$ cat src/rtl/uart_pkg.sv
// Shared constants for the UART receive path: FSM state encodings and the
// supported oversampling ratios.
package uart_pkg;

    localparam logic [2:0] ST_IDLE    = 3'd0;
    localparam logic [2:0] ST_START   = 3'd1;
    localparam logic [2:0] ST_DATA    = 3'd2;
    localparam logic [2:0] ST_PARITY  = 3'd3;
    localparam logic [2:0] ST_STOP    = 3'd4;
    localparam logic [2:0] ST_ERR_CHK = 3'd5;

    localparam logic [5:0] PRESCALE_8  = 6'd8;
    localparam logic [5:0] PRESCALE_16 = 6'd16;
    localparam logic [5:0] PRESCALE_32 = 6'd32;

    function automatic logic prescale_legal(input logic [5:0] p);
        case (p)
            PRESCALE_8, PRESCALE_16, PRESCALE_32: return 1'b1;
            default:                              return 1'b0;
        endcase
    endfunction

endpackage

$ cat src/rtl/uart_edge_bit_counter.sv
// Oversample edge counter and data-bit counter for the RX sequencer.
// edge_cnt wraps at prescale-1 (bit_end); bit_cnt advances on request.
module uart_edge_bit_counter #(
    parameter int BIT_W = 4
) (
    input  logic             clk,
    input  logic             rst,
    input  logic             cnt_en,
    input  logic             edge_clr,
    input  logic             bit_clr,
    input  logic             bit_inc,
    input  logic [5:0]       prescale,
    output logic [5:0]       edge_cnt,
    output logic [BIT_W-1:0] bit_cnt,
    output logic             bit_end
);

    logic [5:0]       edge_cnt_q, edge_cnt_d;
    logic [BIT_W-1:0] bit_cnt_q, bit_cnt_d;

    assign bit_end  = (edge_cnt_q == (prescale - 6'd1));
    assign edge_cnt = edge_cnt_q;
    assign bit_cnt  = bit_cnt_q;

    always_comb begin
        edge_cnt_d = edge_cnt_q;
        bit_cnt_d  = bit_cnt_q;
        if (edge_clr) begin
            edge_cnt_d = 6'd0;
        end else if (cnt_en) begin
            edge_cnt_d = bit_end ? 6'd0 : (edge_cnt_q + 6'd1);
        end else begin
            edge_cnt_d = edge_cnt_q;
        end
        if (bit_clr) begin
            bit_cnt_d = '0;
        end else if (bit_inc) begin
            bit_cnt_d = bit_cnt_q + {{(BIT_W-1){1'b0}}, 1'b1};
        end else begin
            bit_cnt_d = bit_cnt_q;
        end
    end

    always_ff @(posedge clk or negedge rst) begin
        if (!rst) begin
            edge_cnt_q <= 6'd0;
            bit_cnt_q  <= '0;
        end else begin
            edge_cnt_q <= edge_cnt_d;
            bit_cnt_q  <= bit_cnt_d;
        end
    end

endmodule

$ cat src/rtl/uart_rx_ctrl.sv
// UART receive sequencer: start detection, START/DATA/PARITY/STOP walk and
// one-cycle enables for the checkers and deserializer.
module uart_rx_ctrl
    import uart_pkg::*;
#(
    parameter int DATA_WIDTH = 8
) (
    input  logic       clk,
    input  logic       rst,
    input  logic       rx_in,
    input  logic       PAR_EN,
    input  logic [5:0] prescale,
    input  logic       par_err,
    input  logic       strt_glitch,
    input  logic       stp_err,
    output logic       dat_samp_en,
    output logic [5:0] edge_cnt,
    output logic       strt_chk_en,
    output logic       deser_en,
    output logic       par_chk_en,
    output logic       stp_chk_en,
    output logic       data_valid
);

    localparam int               BIT_W    = $clog2(DATA_WIDTH) + 1;
    localparam logic [BIT_W-1:0] LAST_BIT = BIT_W'(DATA_WIDTH - 1);

    logic [2:0]       state_q, state_d;
    logic             par_en_q, par_en_d;
    logic [5:0]       prescale_q, prescale_d;
    logic [BIT_W-1:0] bit_cnt_s;
    logic             bit_end_s;
    logic             first_data_s;
    logic             cnt_en_s, edge_clr_s, bit_clr_s, bit_inc_s;

    // Only the very first DATA cycle sees both counters at zero.
    assign first_data_s = (edge_cnt == 6'd0) && (bit_cnt_s == '0);

    always_comb begin
        state_d    = state_q;
        par_en_d   = par_en_q;
        prescale_d = prescale_q;
        case (state_q)
            ST_IDLE: begin
                if (!rx_in) begin
                    state_d    = ST_START;
                    par_en_d   = PAR_EN;
                    prescale_d = prescale_legal(prescale) ? prescale : PRESCALE_8;
                end else begin
                    state_d = ST_IDLE;
                end
            end
            ST_START: begin
                if (bit_end_s) state_d = ST_DATA;
                else           state_d = ST_START;
            end
            ST_DATA: begin
                if (first_data_s && strt_glitch) begin
                    state_d = ST_IDLE;
                end else if (bit_end_s && (bit_cnt_s == LAST_BIT)) begin
                    state_d = par_en_q ? ST_PARITY : ST_STOP;
                end else begin
                    state_d = ST_DATA;
                end
            end
            ST_PARITY: begin
                if (bit_end_s) state_d = ST_STOP;
                else           state_d = ST_PARITY;
            end
            ST_STOP: begin
                if (bit_end_s) state_d = ST_ERR_CHK;
                else           state_d = ST_STOP;
            end
            ST_ERR_CHK: state_d = ST_IDLE;
            default:    state_d = ST_IDLE;
        endcase
    end

    // Counter control is keyed on the next state so edge_cnt already reads 0
    // in the first IDLE/ERR_CHK cycle.
    assign cnt_en_s   = (state_q != ST_IDLE) && (state_q != ST_ERR_CHK);
    assign edge_clr_s = (state_d == ST_IDLE) || (state_d == ST_ERR_CHK);
    assign bit_clr_s  = (state_d == ST_DATA) && (state_q != ST_DATA);
    assign bit_inc_s  = (state_q == ST_DATA) && bit_end_s;

    uart_edge_bit_counter #(
        .BIT_W (BIT_W)
    ) u_counter (
        .clk      (clk),
        .rst      (rst),
        .cnt_en   (cnt_en_s),
        .edge_clr (edge_clr_s),
        .bit_clr  (bit_clr_s),
        .bit_inc  (bit_inc_s),
        .prescale (prescale_q),
        .edge_cnt (edge_cnt),
        .bit_cnt  (bit_cnt_s),
        .bit_end  (bit_end_s)
    );

    always_ff @(posedge clk or negedge rst) begin
        if (!rst) begin
            state_q    <= ST_IDLE;
            par_en_q   <= 1'b0;
            prescale_q <= PRESCALE_8;
        end else begin
            state_q    <= state_d;
            par_en_q   <= par_en_d;
            prescale_q <= prescale_d;
        end
    end

    // Enables are decoded from flops only; data_valid must see the checker
    // flags registered on the stop-bit edge, so it cannot be a further flop.
    always_comb begin
        dat_samp_en = (state_q != ST_IDLE);
        strt_chk_en = (state_q == ST_START)  && bit_end_s;
        deser_en    = (state_q == ST_DATA)   && bit_end_s;
        par_chk_en  = (state_q == ST_PARITY) && bit_end_s;
        stp_chk_en  = (state_q == ST_STOP)   && bit_end_s;
        data_valid  = (state_q == ST_ERR_CHK) && !stp_err && !(par_en_q && par_err);
    end

endmodule

$ cat config.mk
export PLATFORM = sky130hd
export DESIGN_NAME = uart_rx_ctrl
export DESIGN_NICKNAME = d
export VERILOG_FILES = /design/src/rtl/uart_pkg.sv /design/src/rtl/uart_edge_bit_counter.sv /design/src/rtl/uart_rx_ctrl.sv
export SDC_FILE = /design/constraint.sdc
export NUM_CORES = 1
export LEC_CHECK = 0
export BUFFER_PORTS_ARGS = -buffer_cell sky130_fd_sc_hd__buf_2
export CORE_ASPECT_RATIO = 1.4
export CORE_MARGIN = 2
export CORE_UTILIZATION = 54
export DETAILED_ROUTE_END_ITERATION = 16
export PLACE_DENSITY = 0.84
export SETUP_SLACK_MARGIN = 0.15
export SKIP_CTS_REPAIR_TIMING = 1
export SYNTH_ARGS = -nofsm -noshare
export SYNTH_HDL_FRONTEND = slang
export SYNTH_SLANG_ARGS = --single-unit
$ cat constraint.sdc
create_clock -name clk -period 2.6 [get_ports clk]
set_input_delay 0.26 -clock clk [delete_from_list [all_inputs] [get_ports clk]]
set_output_delay 0.26 -clock clk [all_outputs]
set_load 0.05 [all_outputs]
-- Word level (Yosys, flattened, before mapping)
Cells that the tools add are included.
- add/subtract/negate cells: 3
- equal/unequal tests: 14
- mux-type cells: 17
- bitwise gates (word level): 1
- reductions and logical operators: 24
- operators with widths (operator ; number):
    two-way mux 6 bit ; 4
    one-hot mux 3 bit (5 select lines) ; 1
    logical AND 1 bit ; 12
    two-way mux 3 bit ; 4
    equality test 3 x 2 -> 1 bit (second input constant) ; 3
    equality test 3 bit (second input constant) ; 3
    two-way mux 4 bit ; 2
    adder 6 x 1 -> 6 bit (second input constant) ; 1
    equality test 6 x 4 -> 1 bit (second input constant) ; 1
    equality test 6 x 5 -> 1 bit (second input constant) ; 1
    equality test 6 bit ; 1
    equality test 6 bit (second input constant) ; 1
    zero test 3 bit ; 2
    zero test 6 bit ; 1
    subtractor 6 x 1 -> 6 bit (second input constant) ; 1
    two-way mux 1 bit ; 5
    adder 4 x 1 -> 4 bit (second input constant) ; 1
    equality test 4 x 3 -> 1 bit (second input constant) ; 1
    zero test 4 bit ; 1
    nonzero test 2 bit ; 2
    equality test 3 x 1 -> 1 bit (second input constant) ; 1
    inequality test 3 x 2 -> 1 bit (second input constant) ; 1
    inequality test 3 bit (second input constant) ; 1
    nonzero test 3 bit ; 1
    6 further kinds ; 7
- flip-flop bits (word level): 20
- input port bits: 13
- output and inout bits: 12
- logic and storage cells: 64

-- Depth between registers and ports, before layout
- depth in word-level cells: 9
- gate-level depth with buffers: 8
- mapped depth without buffers: 8

-- By module
Synthesis repeated with hierarchy kept, for this count alone.
- cell total of the unflattened synthesis: 138
- area total of the unflattened synthesis: 1280.0 um^2
- modules (own cells, without submodules) (module ; times used ; cells each ; area each (um^2) ; sequential area each (um^2)):
    uart_edge_bit_counter ; 1 ; 71 ; 681.9 ; 250.2
    uart_rx_ctrl ; 1 ; 67 ; 598.1 ; 251.5

-- Worst setup path before layout
Ideal clock, no wire load.
- kind: reg-to-output
- from: reg state_q[1]
- to: out data_valid
- arrival: 3.314 ns
- required time: 2.340 ns
- setup slack: -0.974 ns
- cell stages (with the launch flop): 5
- path buffers: 1
- cell sequence: dfrtp_1 -> inv_1 -> clkbuf_1 -> nand2_1 -> a2111oi_0
- word-level cells in the longest chain between the ends: 3
- ends and longest elaborated chain (element ; line ; RTL):
    start, declared ; uart_rx_ctrl.sv:28 ; logic [2:0] state_q, state_d;
    start signal, assigned ; uart_rx_ctrl.sv:107 ; state_q <= state_d;
    equality test 3 bit ; uart_rx_ctrl.sv:121 ; data_valid = (state_q == ST_ERR_CHK) && !stp_err && !(par_en_q && par_err);
    logical AND 1 bit (2 in series) ; uart_rx_ctrl.sv:121 ;
    end, declared ; uart_rx_ctrl.sv:22 ; output logic data_valid
Every way passes these cells.

-- Worst setup path after layout
- from: reg prescale_q[2]
- to: out deser_en
- word-level cells in the longest chain between the ends: 3
- ends and longest elaborated chain (element ; line ; RTL):
    start, declared ; uart_rx_ctrl.sv:30 ; logic [5:0] prescale_q, prescale_d;
    start signal, assigned ; uart_rx_ctrl.sv:109 ; prescale_q <= prescale_d;
    subtractor 6 x 1 -> 6 bit ; uart_edge_bit_counter.sv:21 ; assign bit_end = (edge_cnt_q == (prescale - 6'd1));
    equality test 6 bit ; uart_edge_bit_counter.sv:21 ;
    logical AND 1 bit ; uart_rx_ctrl.sv:118 ; deser_en = (state_q == ST_DATA) && bit_end_s;
    end, declared ; uart_rx_ctrl.sv:19 ; output logic deser_en,
Every way passes these cells.

==> impl_metrics.ini <==
[sta]
hold_violations = 0
clock_skew_ns = 0.0132
min_period_ns = 2.58
tightest_slew_ns = 0.521
fin_crit_sh_pct = 99.2
tns_ns = 0
fmax_mhz = 388
whs_ns = 0.110
slew_violations = 0
rsz0062_at_grt = yes
slew_headroom_pct = 64.9
final.setup.worst_slack_ns = 0.0210
setup_viol = 0

[yosys]
yosysUniqueCellTypes = 39
syn_area_um2 = 1280
ys_seq_area_share_pct = 39.1
synth-seq-cells = 20
avgSynthCellArea_um2 = 8.38
synth_edf_count = 0
synthFlopType = dfrtp_1
syn_inst = 153
yosys_warnings = 0
syn-num-nets = 171
synthArstFlopShare_pct = 100

[min_path]
hold_path.class = in2reg
holdPathStages = 3

[worst_setup_path]
crit_path_end_kind = output port
max_stage_delay_ns = 0.45
cp_slowest_cell = dfrtp_2
regToRegStartpoint = prescale_q[2]
reg2reg_setup_slack_ns = 0.09
worstSetupPathDepth = 8
startpoint_type = flop
critPathKind = reg2out
cp.required_ns = 2.34
path_cells = buf_4, nor2_1, nand2_1, xnor2_1, nor4_4, nand2_2, nor2_4, buf_8
cp_num_buf_inv = 2
reg2reg_to = u_counter.bit_cnt[1]
crit_end = deser_en
cp_top_family = simple AND/OR/NAND/NOR gates
startpoint = prescale_q[2]
reg2regPathDepth = 8
crit_arrival_ns = 2.32
path_max_fanout = 4

[placed_design]
gp_congestion = 0.974
detailed_place_hpwl_um = 2390
dp_cells = 195
place_area_um2 = 1440
pre_cts_ws_ns = 0.253
portBuffers = 24

[power]
peakVddDrop_mv = 0.708
p_per_area_nw_per_um2 = 1400
finalPower_mw = 2.29
internal-power_mw = 1.12
leakagePower_nw = 0.754
p_sw_share_pct = 51.0
p_switching_mw = 1.17
p_comb_share_pct = 59.4
power_frac_seq_pct = 28.8
p_clk_share_pct = 11.7

[global_route]
grt_use_met3_pct = 3.52
grt_pass1_wl_um = 5040
grt_pass1_vias = 1071
grt_antenna_before_repair = 0
grt_util_met1_pct = 30.6
grt_start_max_net_pins = 21
grt.overflow.total = 0
grt_use_total_pct = 25.5
grt_util_met2_pct = 44.1
busiest_layer = met2

[clock_network]
root_buffer = clkbuf_4
worstSkewPairLatency_ns = 0.33
clock-sinks = 20
clk_path_buf_depth = 2
clk_pin_slew_worst_paths_ns = 0.13
cts_tree = yes
htree_levels = 1
cts_buffers = 3

[die]
core_um2 = 2200
io_pins = 25
die_y_um = 61.7
row_count = 20
die_w_um = 45.2
start_util_pct = 58.2
dieArea_um2 = 2790

[drt]
firstDrtPassIters = 4
wl_um = 3660
avgViaCountPerCell = 6.37
postRouteAntennaNets = 0
via_count = 1318
drt_iter0_markers = 40
drc = 0
routedWlPerCell_um = 17.7

[finish]
nFillCells = 176
finalInstanceArea_um2 = 1630
regArea_um2 = 504
multi_input_area_um2 = 790
areaGrowthSynthToFinish_pct = 27.4
antenna-diode-count = 0
layout.nets = 204
layout-drive-gt1-share_pct = 28.6
fin_cells = 207
postLayoutCoreUtil_pct = 74.2

[job]
max-cap-violations = 0

[status]
outcome = finished clean
state kept, by name, summed over array words and instances (netlist names):
name / flops
par_en_q: 1
prescale_q: 6
state_q: 3
u_counter.bit_cnt: 4
u_counter.edge_cnt: 6
kinds of logic (layout without fill, tap and decap cells):
family | count (synthesis) | after routing | share of synthesized area [%]
and+or+nand+nor | 72 | 72 | 28.0
AOI/OAI and AO/OA | 29 | 29 | 15.3
DFF | 20 | 20 | 39.1
buffers and inverters | 15 | 47 | 4.49
xor gates and xnor gates | 12 | 12 | 8.20
adders and majority gates | 5 | 5 | 4.88
cell type report:
class                           count  area share, %
Multi-Input combinational cell    118           48.3
Inverter                           10           2.30
Timing Repair Buffer               33           13.6
Clock inverter                      1           1.84
Clock buffer                        3           1.38
Sequential cell                    20           30.9
Tap cell                           22           1.68
synth_stat cells (2+ instances only):
master | n | area (µm²)
nand4_1 | 2 | 12.5
clkbuf_1 | 4 | 15.0
dfrtp_1 | 19 | 475
ha_1 | 5 | 62.6
nor3_1 | 6 | 30.0
nor4_1 | 2 | 12.5
nand3_1 | 5 | 25.0
o21a_1 | 2 | 15.0
xor2_1 | 7 | 61.3
or4_1 | 3 | 22.5
inv_1 | 10 | 37.5
nor2_1 | 21 | 78.8
o21ai_0 | 8 | 40.0
o31ai_1 | 4 | 30.0
and2_1 | 2 | 12.5
nand2b_1 | 4 | 25.0
xnor2_1 | 5 | 43.8
a21oi_1 | 5 | 25.0
nand2_1 | 18 | 67.6
nand4b_1 | 2 | 17.5
worst reg2reg max path, cell delays in order, from the launching register on:
cell and delay, ns:
dfrtp_2 0.45, buf_4 0.14, nor2_1 0.19, nand2_1 0.15
xnor2_1 0.21, or4_4 0.56, buf_4 0.18, or4_1 0.47
nand3_1 0.09
layout by cell type, fill, tap and decap left out, types with 5 or more instances in the layout:
cell     instances
buf_2           20
nor2_1          18
dfrtp_1         17
nand2_1         16
inv_1            9
o21ai_0          8
buf_4            8
xor2_1           6
nor3_1           6
xnor2_1          5
a21oi_1          5
nand3_1          5
how the worst min path moves through the flow:
stage / from / to / slack (ns)
floorplan: rst / par_en_q / -0.04
global placement: rst / u_counter.bit_cnt[3] / 0.23
detailed placement: rst / u_counter.bit_cnt[2] / 0.23
CTS: rst / u_counter.edge_cnt[3] / -0.12
global route: PAR_EN / par_en_q / 0.12
finish: PAR_EN / par_en_q / 0.11
layer usage:
metal / vias up / routed length [µm]
met3: 15 / 196
met4: 0 / 125
li1: 599 / -
met1: 641 / 1360
met2: 63 / 1970
met5: - / 0
power by group through the flow:
stage          sequential, mW  clock (mW)  combinational, mW
6_report                0.661       0.269               1.36
5_1_grt                 0.684       0.284               1.48
4_1_cts                 0.657       0.267               1.13
3_5_place_dp            0.662           0               1.12
3_3_place_gp            0.651           0               1.08
2_1_floorplan           0.734           0              0.786
Power figures use the tool's default switching activity.
